### src/rtl/uart_rx_frame_parser_if.sv
`timescale 1ns/1ps
// Byte stream from the UART receiver plus the payload read handshake towards user logic.
// The parser sits on the slave side; whoever feeds bytes and pops payload uses master.
interface uart_rx_frame_parser_if;
  logic [7:0] rx_data;
  logic       rx_rdy;
  logic       rd_en;
  logic [7:0] pl_data;
  logic       pl_valid;
  logic [4:0] pl_len;
  logic       frame_ok;
  logic       frame_err;
  logic [1:0] err_code;
  logic [7:0] drop_cnt;
  logic       busy;

  modport master (
    output rx_data, rx_rdy, rd_en,
    input  pl_data, pl_valid, pl_len, frame_ok, frame_err, err_code, drop_cnt, busy
  );

  modport slave (
    input  rx_data, rx_rdy, rd_en,
    output pl_data, pl_valid, pl_len, frame_ok, frame_err, err_code, drop_cnt, busy
  );
endinterface

### src/rtl/uart_rx_frame_parser.sv
`timescale 1ns/1ps
// Parses SOF/LEN/payload/CHK frames from a UART byte stream, buffers the payload
// and hands it out one byte per read strobe; bad length, checksum or stalls raise an error code.
module uart_rx_frame_parser #(
  parameter int         MAX_LEN = 16,
  parameter int         TIMEOUT = 104160,
  parameter logic [7:0] SOF     = 8'hAA
) (
  input logic                   clk,
  input logic                   rst,
  uart_rx_frame_parser_if.slave bus
);
  localparam int PW = $clog2(MAX_LEN) + 1;
  localparam int AW = (MAX_LEN > 1) ? $clog2(MAX_LEN) : 1;

  typedef enum logic [2:0] {IDLE, LEN, PAYLOAD, CHK, HOLD} state_t;

  state_t        state_reg, state_next;
  logic [7:0]    mem [MAX_LEN];
  logic [7:0]    rd_q;
  logic [PW-1:0] wr_ptr_reg, rd_ptr_reg, rd_ptr_next;
  logic [AW-1:0] rd_addr;
  logic [7:0]    sum_reg;
  logic [4:0]    pl_len_reg;
  logic [7:0]    drop_cnt_reg;
  logic [16:0]   tmo_cnt_reg;
  logic          frame_ok_reg, frame_err_reg;
  logic [1:0]    err_code_reg;

  logic counting, timed_out, len_bad, chk_good, pop, last_pop;
  logic ok_set, err_set, in_hold, not_idle;
  logic [1:0] err_val;

  assign counting  = (state_reg == LEN) || (state_reg == PAYLOAD) || (state_reg == CHK);
  // A byte arriving on the terminal count wins over the timeout.
  assign timed_out = counting && !bus.rx_rdy && (tmo_cnt_reg == 17'(TIMEOUT - 1));
  assign len_bad   = (bus.rx_data == 8'd0) || (int'(bus.rx_data) > MAX_LEN);
  assign chk_good  = (bus.rx_data == sum_reg);

  always_ff @(posedge clk or negedge rst) begin
    if (!rst) state_reg <= IDLE;
    else      state_reg <= state_next;
  end

  always_comb begin
    state_next = state_reg;
    if (timed_out) begin
      state_next = IDLE;
    end else begin
      unique case (state_reg)
        IDLE:    if (bus.rx_rdy && bus.rx_data == SOF) state_next = LEN;
        LEN:     if (bus.rx_rdy) state_next = len_bad ? IDLE : PAYLOAD;
        PAYLOAD: if (bus.rx_rdy && (wr_ptr_reg + PW'(1) == PW'(pl_len_reg))) state_next = CHK;
        CHK:     if (bus.rx_rdy) state_next = chk_good ? HOLD : IDLE;
        HOLD:    if (last_pop) state_next = IDLE;
        default: state_next = IDLE;
      endcase
    end
  end

  always_comb begin
    ok_set   = 1'b0;
    err_set  = 1'b0;
    err_val  = 2'd0;
    in_hold  = (state_reg == HOLD);
    not_idle = (state_reg != IDLE);
    pop      = in_hold && bus.rd_en;
    last_pop = pop && (rd_ptr_reg == PW'(pl_len_reg) - PW'(1));
    if (timed_out) begin
      err_set = 1'b1;
      err_val = 2'd3;
    end else if (bus.rx_rdy) begin
      if (state_reg == LEN && len_bad) begin
        err_set = 1'b1;
        err_val = 2'd1;
      end
      if (state_reg == CHK) begin
        ok_set  = chk_good;
        err_set = !chk_good;
        err_val = 2'd2;
      end
    end
  end

  // Read pointer restarts at 0 whenever the block is outside HOLD.
  assign rd_ptr_next = !in_hold ? '0 : (pop ? rd_ptr_reg + PW'(1) : rd_ptr_reg);
  // After the final pop the address may wrap; that read is never presented.
  assign rd_addr     = rd_ptr_next[AW-1:0];

  always_ff @(posedge clk or negedge rst) begin
    if (!rst) begin
      wr_ptr_reg    <= '0;
      rd_ptr_reg    <= '0;
      sum_reg       <= 8'd0;
      pl_len_reg    <= 5'd0;
      drop_cnt_reg  <= 8'd0;
      tmo_cnt_reg   <= 17'd0;
      frame_ok_reg  <= 1'b0;
      frame_err_reg <= 1'b0;
      err_code_reg  <= 2'd0;
    end else begin
      frame_ok_reg  <= ok_set;
      frame_err_reg <= err_set;
      if (err_set) err_code_reg <= err_val;
      if (bus.rx_rdy && state_reg == LEN && !len_bad) begin
        pl_len_reg <= bus.rx_data[4:0];
        sum_reg    <= bus.rx_data;
        wr_ptr_reg <= '0;
      end else if (bus.rx_rdy && state_reg == PAYLOAD) begin
        sum_reg    <= sum_reg + bus.rx_data;
        wr_ptr_reg <= wr_ptr_reg + PW'(1);
      end
      rd_ptr_reg <= rd_ptr_next;
      if (bus.rx_rdy && in_hold && drop_cnt_reg != 8'hFF) drop_cnt_reg <= drop_cnt_reg + 8'd1;
      if (bus.rx_rdy || !counting) tmo_cnt_reg <= 17'd0;
      else                         tmo_cnt_reg <= tmo_cnt_reg + 17'd1;
    end
  end

  always_ff @(posedge clk) begin
    if (bus.rx_rdy && state_reg == PAYLOAD) mem[wr_ptr_reg[AW-1:0]] <= bus.rx_data;
    rd_q <= mem[rd_addr];
  end

  assign bus.pl_data   = in_hold ? rd_q : 8'd0;
  assign bus.pl_valid  = in_hold;
  assign bus.pl_len    = pl_len_reg;
  assign bus.frame_ok  = frame_ok_reg;
  assign bus.frame_err = frame_err_reg;
  assign bus.err_code  = err_code_reg;
  assign bus.drop_cnt  = drop_cnt_reg;
  assign bus.busy      = not_idle;
endmodule

### src/flat_wrapper.sv
// flat-port wrapper written by rule: the top's interface ports become plain ports
module uart_rx_frame_parser_flat 
#(
  parameter int         MAX_LEN = 16,
  parameter int         TIMEOUT = 104160,
  parameter logic [7:0] SOF     = 8'hAA
)
  (clk, rst, bus_rx_data, bus_rx_rdy, bus_rd_en, bus_pl_data, bus_pl_valid, bus_pl_len, bus_frame_ok, bus_frame_err, bus_err_code, bus_drop_cnt, bus_busy);
  uart_rx_frame_parser_if bus_i ();
  input logic clk;
  input logic rst;
  input wire logic [$bits(bus_i.rx_data)-1:0] bus_rx_data;
  input wire logic [$bits(bus_i.rx_rdy)-1:0] bus_rx_rdy;
  input wire logic [$bits(bus_i.rd_en)-1:0] bus_rd_en;
  output wire logic [$bits(bus_i.pl_data)-1:0] bus_pl_data;
  output wire logic [$bits(bus_i.pl_valid)-1:0] bus_pl_valid;
  output wire logic [$bits(bus_i.pl_len)-1:0] bus_pl_len;
  output wire logic [$bits(bus_i.frame_ok)-1:0] bus_frame_ok;
  output wire logic [$bits(bus_i.frame_err)-1:0] bus_frame_err;
  output wire logic [$bits(bus_i.err_code)-1:0] bus_err_code;
  output wire logic [$bits(bus_i.drop_cnt)-1:0] bus_drop_cnt;
  output wire logic [$bits(bus_i.busy)-1:0] bus_busy;
  assign bus_i.rx_data = bus_rx_data;
  assign bus_i.rx_rdy = bus_rx_rdy;
  assign bus_i.rd_en = bus_rd_en;
  assign bus_pl_data = bus_i.pl_data;
  assign bus_pl_valid = bus_i.pl_valid;
  assign bus_pl_len = bus_i.pl_len;
  assign bus_frame_ok = bus_i.frame_ok;
  assign bus_frame_err = bus_i.frame_err;
  assign bus_err_code = bus_i.err_code;
  assign bus_drop_cnt = bus_i.drop_cnt;
  assign bus_busy = bus_i.busy;
  uart_rx_frame_parser #(.MAX_LEN(MAX_LEN), .TIMEOUT(TIMEOUT), .SOF(SOF)) u_core (.clk(clk), .rst(rst), .bus(bus_i));
endmodule
### config.mk
export PLATFORM = sky130hd
export DESIGN_NAME = uart_rx_frame_parser_flat
export DESIGN_NICKNAME = d
export VERILOG_FILES = /design/src/rtl/uart_rx_frame_parser_if.sv /design/src/rtl/uart_rx_frame_parser.sv /design/src/flat_wrapper.sv
export SDC_FILE = /design/constraint.sdc
export NUM_CORES = 1
export LEC_CHECK = 0
export ABC_AREA = 1
export CAP_MARGIN = 15
export CORE_MARGIN = 4
export CORE_UTILIZATION = 50
export CTS_BUF_LIST = sky130_fd_sc_hd__clkbuf_4
export DETAILED_ROUTE_END_ITERATION = 10
export DONT_BUFFER_PORTS = 1
export PLACE_DENSITY = 0.73
export SYNTH_ARGS = -nofsm -noshare
export SYNTH_HDL_FRONTEND = slang
export SYNTH_SLANG_ARGS = --single-unit
### constraint.sdc
create_clock -name clk -period 6 [get_ports clk]
set_input_delay 1.8 -clock clk [delete_from_list [all_inputs] [get_ports clk]]
set_output_delay 1.8 -clock clk [all_outputs]
set_load 0.005 [all_outputs]
* Yosys cells after proc, flatten, opt, wreduce, memory -nomap -nowiden
Memory sizes are Yosys's and may differ from the RTL's. A register that Yosys moved wholly into a read port is not among the register bits.
Cells that the tools add are included.
** Word-level totals
- Input port bits :: 12
- Output and inout bits :: 27
- Word-level logic and storage cells :: 90
- Memories :: 1
- Memory bits (writable) :: 128
- Bits in registers :: 55
** Memory list
- u_core.mem :: words 16, bits a word 8, read ports 1, clocked after Yosys merged registers in 1, write ports 1, line uart_rx_frame_parser.sv:19 : logic [7:0] mem [MAX_LEN];
** Cells by class
- Mux-type cells :: 30
- Eq/ne operators :: 16
- Magnitude comparators :: 1
- Add/subtract/negate cells :: 6
- Reductions and logical operators :: 25
** Operators with widths (count)
- 8-bit two-way mux :: 3
- 3-bit two-way mux :: 7
- 5-bit two-way mux :: 4
- 17-bit by 1-bit adder with 17-bit output (second input constant) :: 1
- 17-bit == test (second input constant) :: 1
- 17-bit two-way mux :: 1
- 3-bit case mux with 5 select lines :: 1
- 1-bit logical AND :: 12
- 5-bit by 1-bit adder with 5-bit output (second input constant) :: 2
- 5-bit == test :: 2
- 1-bit two-way mux :: 10
- 3-bit by 2-bit inequality test with 1-bit output (second input constant) :: 3
- 8-bit by 1-bit adder with 8-bit output (second input constant) :: 1
- 8-bit adder :: 1
- 8-bit == test :: 1
- 8-bit == test (second input constant) :: 1
- 8-bit by 5-bit greater-than comparator with 1-bit output (second input constant) :: 1
- 8-bit zero test :: 1
- 2-bit two-way mux :: 4
- 8-bit inequality test (second input constant) :: 1
- 3-bit by 2-bit == test with 1-bit output (second input constant) :: 2
- 3-bit by 1-bit inequality test with 1-bit output (second input constant) :: 2
- 5-bit AND reduction :: 1
- 5-bit by 1-bit subtractor with 5-bit output (second input constant) :: 1
- 8 further kinds :: 14

* Depth between registers and ports, before layout
Gate-level depths: netlist of the first run.
- Depth after elaboration :: 7
- Gate-level depth with buffers :: 14

* Worst setup path after synthesis of the first run
Ideal clock, no wire load.
- Kind :: input-to-reg
- Start point :: in bus_rx_rdy
- End point :: mem u_core.mem[0][0] (enable)
- Setup slack :: 2.738 ns
- Setup time :: 0.370 ns
- Arrival time :: 2.892 ns
- Required time :: 5.630 ns
- Path buffers :: 1
- Stages :: 5
- Cell sequence :: inv_1 -> nor2_1 -> clkbuf_1 -> nand2_1 -> nor2_1
** Between the ends
- Word-level cells in the longest chain between the ends :: 3
** RTL lines
- from (decl) :: line flat_wrapper.sv:13 : input wire logic [$bits(bus_i.rx_rdy)-1:0] bus_rx_rdy;
- 1-bit logical AND :: line uart_rx_frame_parser.sv:121 : if (bus.rx_rdy && state_reg == PAYLOAD) mem[wr_ptr_reg[AW-1:0]] <= bus.rx_data;
- 1-bit two-way mux :: line uart_rx_frame_parser.sv:121
- 1-bit two-way mux (not written as such) :: line uart_rx_frame_parser.sv:121
- to (decl) :: line uart_rx_frame_parser.sv:19
No other way between the ends.

* Worst setup path after layout of the first run
- Start point :: reg u_core.state_reg[1]
- End point :: out bus_pl_data[3]
** Between the ends
- Word-level cells in the longest chain between the ends :: 2
** RTL lines
- from (decl) :: line uart_rx_frame_parser.sv:18 : state_t state_reg, state_next;
- from (signal assigned) :: line uart_rx_frame_parser.sv:42 : else state_reg <= state_next;
- 3-bit == test :: line uart_rx_frame_parser.sv:65 : in_hold = (state_reg == HOLD);
- 8-bit two-way mux :: line uart_rx_frame_parser.sv:125 : assign bus.pl_data = in_hold ? rd_q : 8'd0;
- to (decl) :: line flat_wrapper.sv:15 : output wire logic [$bits(bus_i.pl_data)-1:0] bus_pl_data;
No other way between the ends.

==> impl_metrics.yaml, run 1 <==
finish:
  syn_to_final_growth_pct: 4.87
  final_util: 0.536
  largest_reg_flops: 128
  fin_nets: 994
  design_area_sq_um: 9670
  layout-drive-gt1-share: 0.0521
  nFillCells: 1624
synthesis:
  synth_most_common_cell: "nand2_1"
  synth_top_area_share: 0.417
  synthMuxAreaShare: 0
  synthSimpleGateAreaFrac: 0.272
  async_flop_share: 0.288
  ys_ff_latch: 191
  ys_dominant_reg_cell: "edfxtp_1"
  yosys-top-cells-area: "edfxtp_1 (42%), dfrtp_1 (15%), nand2_1 (9.2%), nand3_1 (7.8%), inv_1 (5.3%)"
  yosys.area_share.adder: 0.0225
  synth_area_per_cell_sq_um: 9.47
  synth_common_cells: "nand2_1 (225), nand3_1 (143), inv_1 (129)"
  synthCells: 973
  synth_xor_area_frac: 0.0143
  syn_nets: 1001
  ys_seq_area_frac: 0.584
  netlist_area_sq_um: 9220
  synth_top_family_by_area: "simple AND/OR/NAND/NOR gates"
  synth_edf_count: 128
  yosysWarnings: 0
  synth_cell_types: 39
  synth_compound_area_frac: 0.0308
  synth_top_area_cell: "edfxtp_1"
clock_network:
  numCtsBuffers: 17
  clkTransAtPathRegs_ns: 0.16
  cts_max_level: 4
  worstSkewPairLatency_ns: 0.58
  cts_max_path_buffers: 2
  hold_buffers: 0
  clkSinkCount: 191
  cts_tree: "done"
  cts_resized: 0
  postCtsSetupBuffers: 0
  cts_root_buf: "clkbuf_4"
timing:
  fin_tns_setup_ns: 0
  slew_viol_final: 0
  finalCritPeriodShare: 0.576
  worst_hold_slack_ns: 0.506
  report.final.hold_viol_count: 0
  worst_slew_pin_slew_ns: 1.06
  period_needed_ns: 3.46
  finalClockSkew_ns: 0.0210
  max_slew_margin: 0.291
  setup_viol: 0
  rsz0062_at_grt: "false"
  fmax_mhz: 289
floorplan:
  start_util: 0.511
  die_x_um: 144
  die_y_um: 144
  ios: 39
  dieArea_sq_um: 20700
  rows: 49
  core_sq_um: 18000
critical_path:
  criticalPathCategory: "reg2out"
  cp.required_ns: 4.20
  start_kind: "flip-flop"
  cp.arrival_ns: 1.66
  path_max_fanout: 10
  end_kind: "output pin"
global_route:
  grt_pass1_vias: 6202
  grt_antenna_before_repair: 1
  grt_max_degree: 58
  overflow: 0
  track_usage: 0.207
  grt_pass1_wl_mm: 33.1
outcome:
  outcome: "finished clean"
place:
  placed_area_sq_um: 9350
  gp_congestion: 0.834
  io_buffers: 0
  dp_hpwl_mm: 13.4
routing:
  wl_mm: 20.7
  viasPerCell: 5.50
  routedWlPerCell_um: 17.1
  post-route-drc-count: 0
  vias: 6646
  dr.pass1.iters: 6
  drt_iter0_markers: 595
  drtAntennaViolNets: 0
power_and_ir_drop:
  finalPower_uw: 2820
  peakVddDrop_mv: 0.235
  cellPowerDensity_nw_per_um2: 292
  leakagePower_uw: 0.00410
flow_run:
  drv_cap: 0
hold_path:
  worstHoldPathType: "reg2reg"
[critical path, cell delays in order (launching register included)]
cell and delay, ns:
dfrtp_1 0.48, nor2_2 0.17, nand2_2 0.22, nor2_1 0.21
[worst paths after layout]
path | start | endpoint | slack (ns) | depth (start not counted)
min in group asynchronous | rst | u_core.tmo_cnt_reg[9] | 0.88 | 0
worst max-delay path | u_core.state_reg[1] | bus_pl_data[3] | 2.54 | 3
worst min-delay path | u_core.tmo_cnt_reg[0] | u_core.tmo_cnt_reg[0] | 0.51 | 1
worst max register to register | u_core.state_reg[0] | u_core.rd_q[4] | 3.06 | 13
worst min register to register | u_core.tmo_cnt_reg[0] | u_core.tmo_cnt_reg[0] | 0.51 | 1
max in group asynchronous | rst | u_core.rd_ptr_reg[0] | 5.01 | 0
[power breakdown]
part           internal (uW)  leakage (uW)  switching [uW]  total [uW]
combinational            178       0.00201             319         497
clock                    269      0.000158             473         742
sequential              1480       0.00194            94.9        1580
total                   1930       0.00410             887        2820
[placed cells by master, fill, tap and decap left out, types with 2 or more instances in the layout]
cell,Yosys,layout
nand2_1,225,224
clkinv_1,2,2
clkinv_4,0,2
a21oi_1,21,21
nand3_1,143,143
inv_8,0,3
ha_1,15,15
nor2_1,63,63
nor4_1,5,5
o21ai_0,23,23
bufinv_16,0,2
xnor2_1,2,2
nor3_1,14,14
clkinvlp_4,0,3
dfxtp_1,8,8
dfrtp_1,55,55
buf_4,5,5
clkbuf_4,0,19
inv_2,2,2
nand2_2,3,4
inv_6,0,3
nor2_2,3,3
xor2_1,13,13
inv_1,129,129
nand3b_1,59,59
nand4_1,14,14
edfxtp_1,128,128
[metrics by stage]
stage	cells	setup WS, ns
4_1_cts	1207	2.51
5_1_grt	1209	2.41
3_5_place_dp	1175	1.94
3_3_place_gp	1175	1.97
6_report	1209	2.54
2_1_floorplan	973	2.74
[cell families after synthesis]
kind of cell | after synthesis
buffers and inverters | 165
flip-flops | 191
adder cells (fa/ha/maj) | 16
AO/OA/AOI/OAI | 53
XOR/XNOR | 15
AND/OR/NAND/NOR | 533
[final cells by class]
class,instances,area [sq um],area share
multi-input cells,617,3140,0.325
flip-flops and latches,191,5380,0.557
clock buffers,18,135,0.0140
well taps,229,287,0.0296
repair buffers,6,45.0,0.00466
diodes,1,2.50,0.000259
inverters,133,499,0.0516
clock inverters,14,176,0.0183
[metal layers]
| metal | wire [um] | GRT usage | vias to the layer above |
|---|---|---|---|
| met3 | 1530 | 0.0456 | 22 |
| met4 | 263 | 0.0466 | 0 |
| met1 | 9180 | 0.293 | 3107 |
| met2 | 9750 | 0.331 | 289 |
| met5 | 0 | 0 | - |
| li1 | - | - | 3228 |
Note: power is estimated with default switching activity, not from simulation.
==> inputs of run 2 (changes only) <==
- clock period: 6 -> 3.4 ns (I/O delays scaled with it)
==> impl_metrics.yaml, run 2 (synthesis results as in run 1) <==
finish:
  layout.cells.non_filler: 1222
  largest_reg_flops: 128
  layout_common_cells: "nand2_1 (224), nand3_1 (143), inv_1 (129), edfxtp_1 (128), nor2_1 (63)"
  syn_to_final_growth_pct: 6.00
  fin_nets: 1007
  layout-drive-gt1-share: 0.0635
  final_util: 0.542
  mostFrequentLayoutCell: "nand2_1"
timing:
  rsz0062_at_grt: "false"
  slew_viol_final: 0
  max_slew_margin: 0.448
  finalCritPeriodShare: 0.784
  fmax_mhz: 375
  finalClockSkew_ns: 0.0252
  fin_tns_setup_ns: 0
  worst_slew_pin_slew_ns: 0.825
  setup_viol: 0
  period_needed_ns: 2.67
  report.final.hold_viol_count: 0
critical_path:
  path_delay_family: "simple AND/OR/NAND/NOR gates"
  criticalPathCategory: "reg2out"
  worstPathBufferInverterCount: 0
  cp.required_ns: 2.38
  cp_slowest_stage_delay_ns: 0.47
  cp.arrival_ns: 1.65
  end_kind: "output pin"
  cpMaxStageDelayCell: "dfrtp_1"
  path_max_fanout: 10
  crit_chain: "nor2_2, nand2_2, nor2_1"
  start_kind: "flip-flop"
clock_network:
  postCtsSetupBuffers: 0
  hold_buffers: 0
  cts_max_path_buffers: 2
  cts_tree: "done"
  cts_max_level: 4
  worstSkewPairLatency_ns: 0.60
  clkSinkCount: 191
  cts_root_buf: "clkbuf_4"
  numCtsBuffers: 17
  cts_resized: 0
  clkTransAtPathRegs_ns: 0.16
floorplan:
  start_util: 0.511
  rows: 49
  ios: 39
  core_sq_um: 18000
  dieArea_sq_um: 20700
  die_y_um: 144
  die_x_um: 144
power_and_ir_drop:
  finalPower_uw: 4980
  peakVddDrop_mv: 0.321
  leakagePower_uw: 0.00418
  cellPowerDensity_nw_per_um2: 510
global_route:
  overflow: 0
  grt_antenna_before_repair: 1
  grt_pass1_wl_mm: 33.8
  track_usage: 0.214
  grt_max_degree: 57
  grt_pass1_vias: 6479
routing:
  vias: 6703
  drt_iter0_markers: 519
  dr.pass1.iters: 5
  drtAntennaViolNets: 0
  wl_mm: 21.1
  viasPerCell: 5.49
  post-route-drc-count: 0
  routedWlPerCell_um: 17.2
hold_path:
  worstHoldPathType: "in2async"
flow_run:
  drv_cap: 0
place:
  place_inst: 1189
  dp_hpwl_mm: 13.8
  gp_congestion: 0.896
  io_buffers: 0
outcome:
  outcome: "finished clean"
[run 2: cell count changes in the layout (fill, tap and decap cells not counted)]
| cell | before | now |
|---|---|---|
| buf_4 | 5 | 19 |
| clkinvlp_4 | 3 | 1 |
| clkinv_8 | 1 | 2 |
| clkinv_1 | 2 | 3 |
| inv_6 | 3 | 2 |
| inv_8 | 3 | 4 |
| clkinv_4 | 2 | 1 |
[run 2: cell type report]
cell class	instances	area, sq um
Antenna cell	1	2.50
Clock buffer	19	143
Clock inverter	13	175
Fill cell	1614	8250
Inverter	133	499
Multi-Input combinational cell	617	3140
Sequential cell	191	5380
Tap cell	229	287
Timing Repair Buffer	19	143
[run 2: layer usage]
layer,vias to the layer above,part of all wire,global-route usage
met3,40,0.071,0.0522
met2,228,0.47,0.345
met1,3170,0.43,0.288
li1,3265,-,-
met5,-,0,0
met4,0,0.025,0.0699
[run 2: final timing paths]
| kind | slack [ns] | from | end | cells past startpoint |
|---|---|---|---|---|
| setup / recovery | 0.73 | u_core.state_reg[1] | bus_pl_data[4] | 3 |
| hold / removal | 0.09 | rst | u_core.rd_ptr_reg[4] | 0 |
| setup reg to reg | 1.13 | u_core.state_reg[1] | u_core.rd_q[4] | 9 |
| hold reg to reg | 0.48 | u_core.tmo_cnt_reg[0] | u_core.tmo_cnt_reg[0] | 1 |
| max in group asynchronous | 3.20 | rst | u_core.bus.pl_len[2] | 0 |
| min in group clk | 0.48 | u_core.tmo_cnt_reg[0] | u_core.tmo_cnt_reg[0] | 1 |
[run 2: where the power goes]
part | leakage (uW) | switching (uW) | internal [uW]
combinational | 0.00208 | 561 | 318
clock | 0.000169 | 837 | 487
sequential | 0.00194 | 160 | 2620
total | 0.00418 | 1560 | 3430
[run 2: metrics by stage]
stage          hold slack, ns  setup slack [ns]  cell area (sq um)
2_1_floorplan           0.433             0.918               9220
3_3_place_gp            0.455             0.868               9450
3_5_place_dp            0.454             0.829               9450
4_1_cts                0.0577             0.711               9770
5_1_grt                0.0135             0.600               9770
6_report               0.0904             0.734               9770
[run 2: worst reg2reg max path, stage by stage, from the launching register on]
cell and delay (ns):
dfrtp_1 0.47, nor2_2 0.17, nand2_2 0.20, a21oi_4 0.20, buf_4 0.54, nand3b_1 0.19, nand3_1 0.11, nand3_1 0.10
nand3_1 0.16, nand2_1 0.07
==> inputs of run 3 (changes only) <==
- PLACE_DENSITY: 0.73 -> 0.76
- clock period: 3.4 -> 2.3 ns (I/O delays scaled with it)
==> impl_metrics.yaml, run 3 (synthesis results as in run 1) <==
finish:
  mostFrequentLayoutCell: "nand2_1"
  layout-drive-gt1-share: 0.0804
  final_util: 0.552
  nFillCells: 1568
  fin_nets: 1023
  layout_common_cells: "nand2_1 (224), nand3_1 (143), inv_1 (129), edfxtp_1 (128), nor2_1 (62)"
  largest_reg_flops: 128
  syn_to_final_growth_pct: 8.02
floorplan:
  die_x_um: 144
  start_util: 0.511
  core_sq_um: 18000
  rows: 49
  dieArea_sq_um: 20700
  die_y_um: 144
  ios: 39
timing:
  fin_tns_setup_ns: 0
  finalClockSkew_ns: 0.0245
  setup_viol: 0
  period_needed_ns: 2.21
  slew_viol_final: 0
  fmax_mhz: 453
  report.final.hold_viol_count: 0
  finalCritPeriodShare: 0.960
  max_slew_margin: 0.625
  worst_slew_pin_slew_ns: 0.559
  rsz0062_at_grt: "true"
  worst_hold_slack_ns: 0.173
critical_path:
  path_max_fanout: 10
  reg2reg_depth: 10
  end_kind: "output pin"
  cp.required_ns: 1.61
  cp.arrival_ns: 1.52
  r2r_slack_ns: 0.33
  worstReg2RegStart: "u_core.state_reg[0]"
  crit_chain: "nor2_4, nand2_4, nor2_1"
  cpMaxStageDelayCell: "dfrtp_2"
  criticalPathCategory: "reg2out"
  start_kind: "flip-flop"
  cp_slowest_stage_delay_ns: 0.48
  r2r_end: "u_core.rd_q[1]"
power_and_ir_drop:
  leakagePower_uw: 0.00429
  finalPower_uw: 7340
  cellPowerDensity_nw_per_um2: 737
  peakVddDrop_mv: 0.458
routing:
  drtAntennaViolNets: 0
  drt_iter0_markers: 545
  viasPerCell: 5.52
  wl_mm: 20.9
  dr.pass1.iters: 5
  post-route-drc-count: 0
  routedWlPerCell_um: 16.9
  vias: 6839
place:
  gp_congestion: 0.876
  io_buffers: 0
  dp_hpwl_mm: 13.5
hold_path:
  hp-start: "bus_rx_data[4]"
  min_delay_path_depth: 0
  min_to: "u_core.mem[12][4]"
  worstHoldPathType: "in2reg"
clock_network:
  numCtsBuffers: 17
  cts_max_path_buffers: 2
  clkSinkCount: 191
  cts_max_level: 4
  cts_root_buf: "clkbuf_4"
  postCtsSetupBuffers: 0
  cts_tree: "done"
  worstSkewPairLatency_ns: 0.59
  clkTransAtPathRegs_ns: 0.18
global_route:
  grt_max_degree: 57
  overflow: 0
  track_usage: 0.213
  grt_antenna_before_repair: 1
  grt_pass1_wl_mm: 34.0
  grt_pass1_vias: 6700
outcome:
  outcome: "finished clean"
flow_run:
  drv_cap: 0
## run 3: cell types whose count changed in the layout (fill, tap and decap cells not counted), sizes merged, moves of 2 or more
cell    before  now
diode        1    3
clkbuf      19   17
inv        137  140
buf         19   34
## run 3: how the worst max path moves through the flow
stage / from / to / slack, ns / cells past startpoint
2_1_floorplan: bus_rx_rdy / u_core.mem[0][0] / 0.15 / 5
3_3_place_gp: bus_rx_data[0] / u_core.sum_reg[6] / 0.19 / 10
3_5_place_dp: bus_rx_data[0] / u_core.sum_reg[6] / 0.14 / 10
4_1_cts: u_core.state_reg[0] / bus_busy / 0.02 / 4
5_1_grt: u_core.state_reg[1] / bus_pl_data[6] / -0.03 / 3
6_report: u_core.state_reg[1] / bus_pl_data[4] / 0.09 / 3
## run 3: critical path, delay by kind of cell (launching register included)
kind,cells,cell delay (ns)
flip-flops,1,0.48
AND/OR/NAND/NOR,3,0.45
## run 3: per-layer routing
metal  vias up  wire (um)  GRT usage
met1      3241       8810      0.278
li1       3296          -          -
met5         -          0          0
met3        33       1540     0.0436
met4         0        511     0.0877
met2       269      10100      0.349
## run 3: where the power goes
| part | internal (uW) | switching (uW) | total, uW |
|---|---|---|---|
| Sequential | 3870 | 234 | 4110 |
| Clock | 596 | 1260 | 1860 |
| Combinational | 498 | 875 | 1370 |
## run 3: layout make-up
cell class	instances	area, sq um	share of cell area
clock inverters	15	165	0.0166
flip-flops and latches	191	5380	0.540
diodes	3	7.51	0.000754
multi-input cells	617	3150	0.317
well taps	229	287	0.0288
repair buffers	35	335	0.0337
clock buffers	17	128	0.0128
inverters	133	499	0.0501
## run 3: per-stage QoR
stage / setup slack (ns) / instances / cell area [sq um]
finish: 0.0917 / 1240 / 9960
global route: -0.0253 / 1240 / 9960
CTS: 0.0200 / 1237 / 9950
detailed placement: 0.139 / 1203 / 9610
global placement: 0.188 / 1203 / 9610
floorplan: 0.148 / 973 / 9220
## run 3: timing repair
| item | in CTS | in global routing |
|---|---|---|
| gates resized for setup | 2 | 2 |
| hold endpoints to repair | 55 | 0 |
| hold buffers | 2 | 0 |
| setup endpoints to repair | 8 | 9 |
| pin swaps | 0 | 0 |
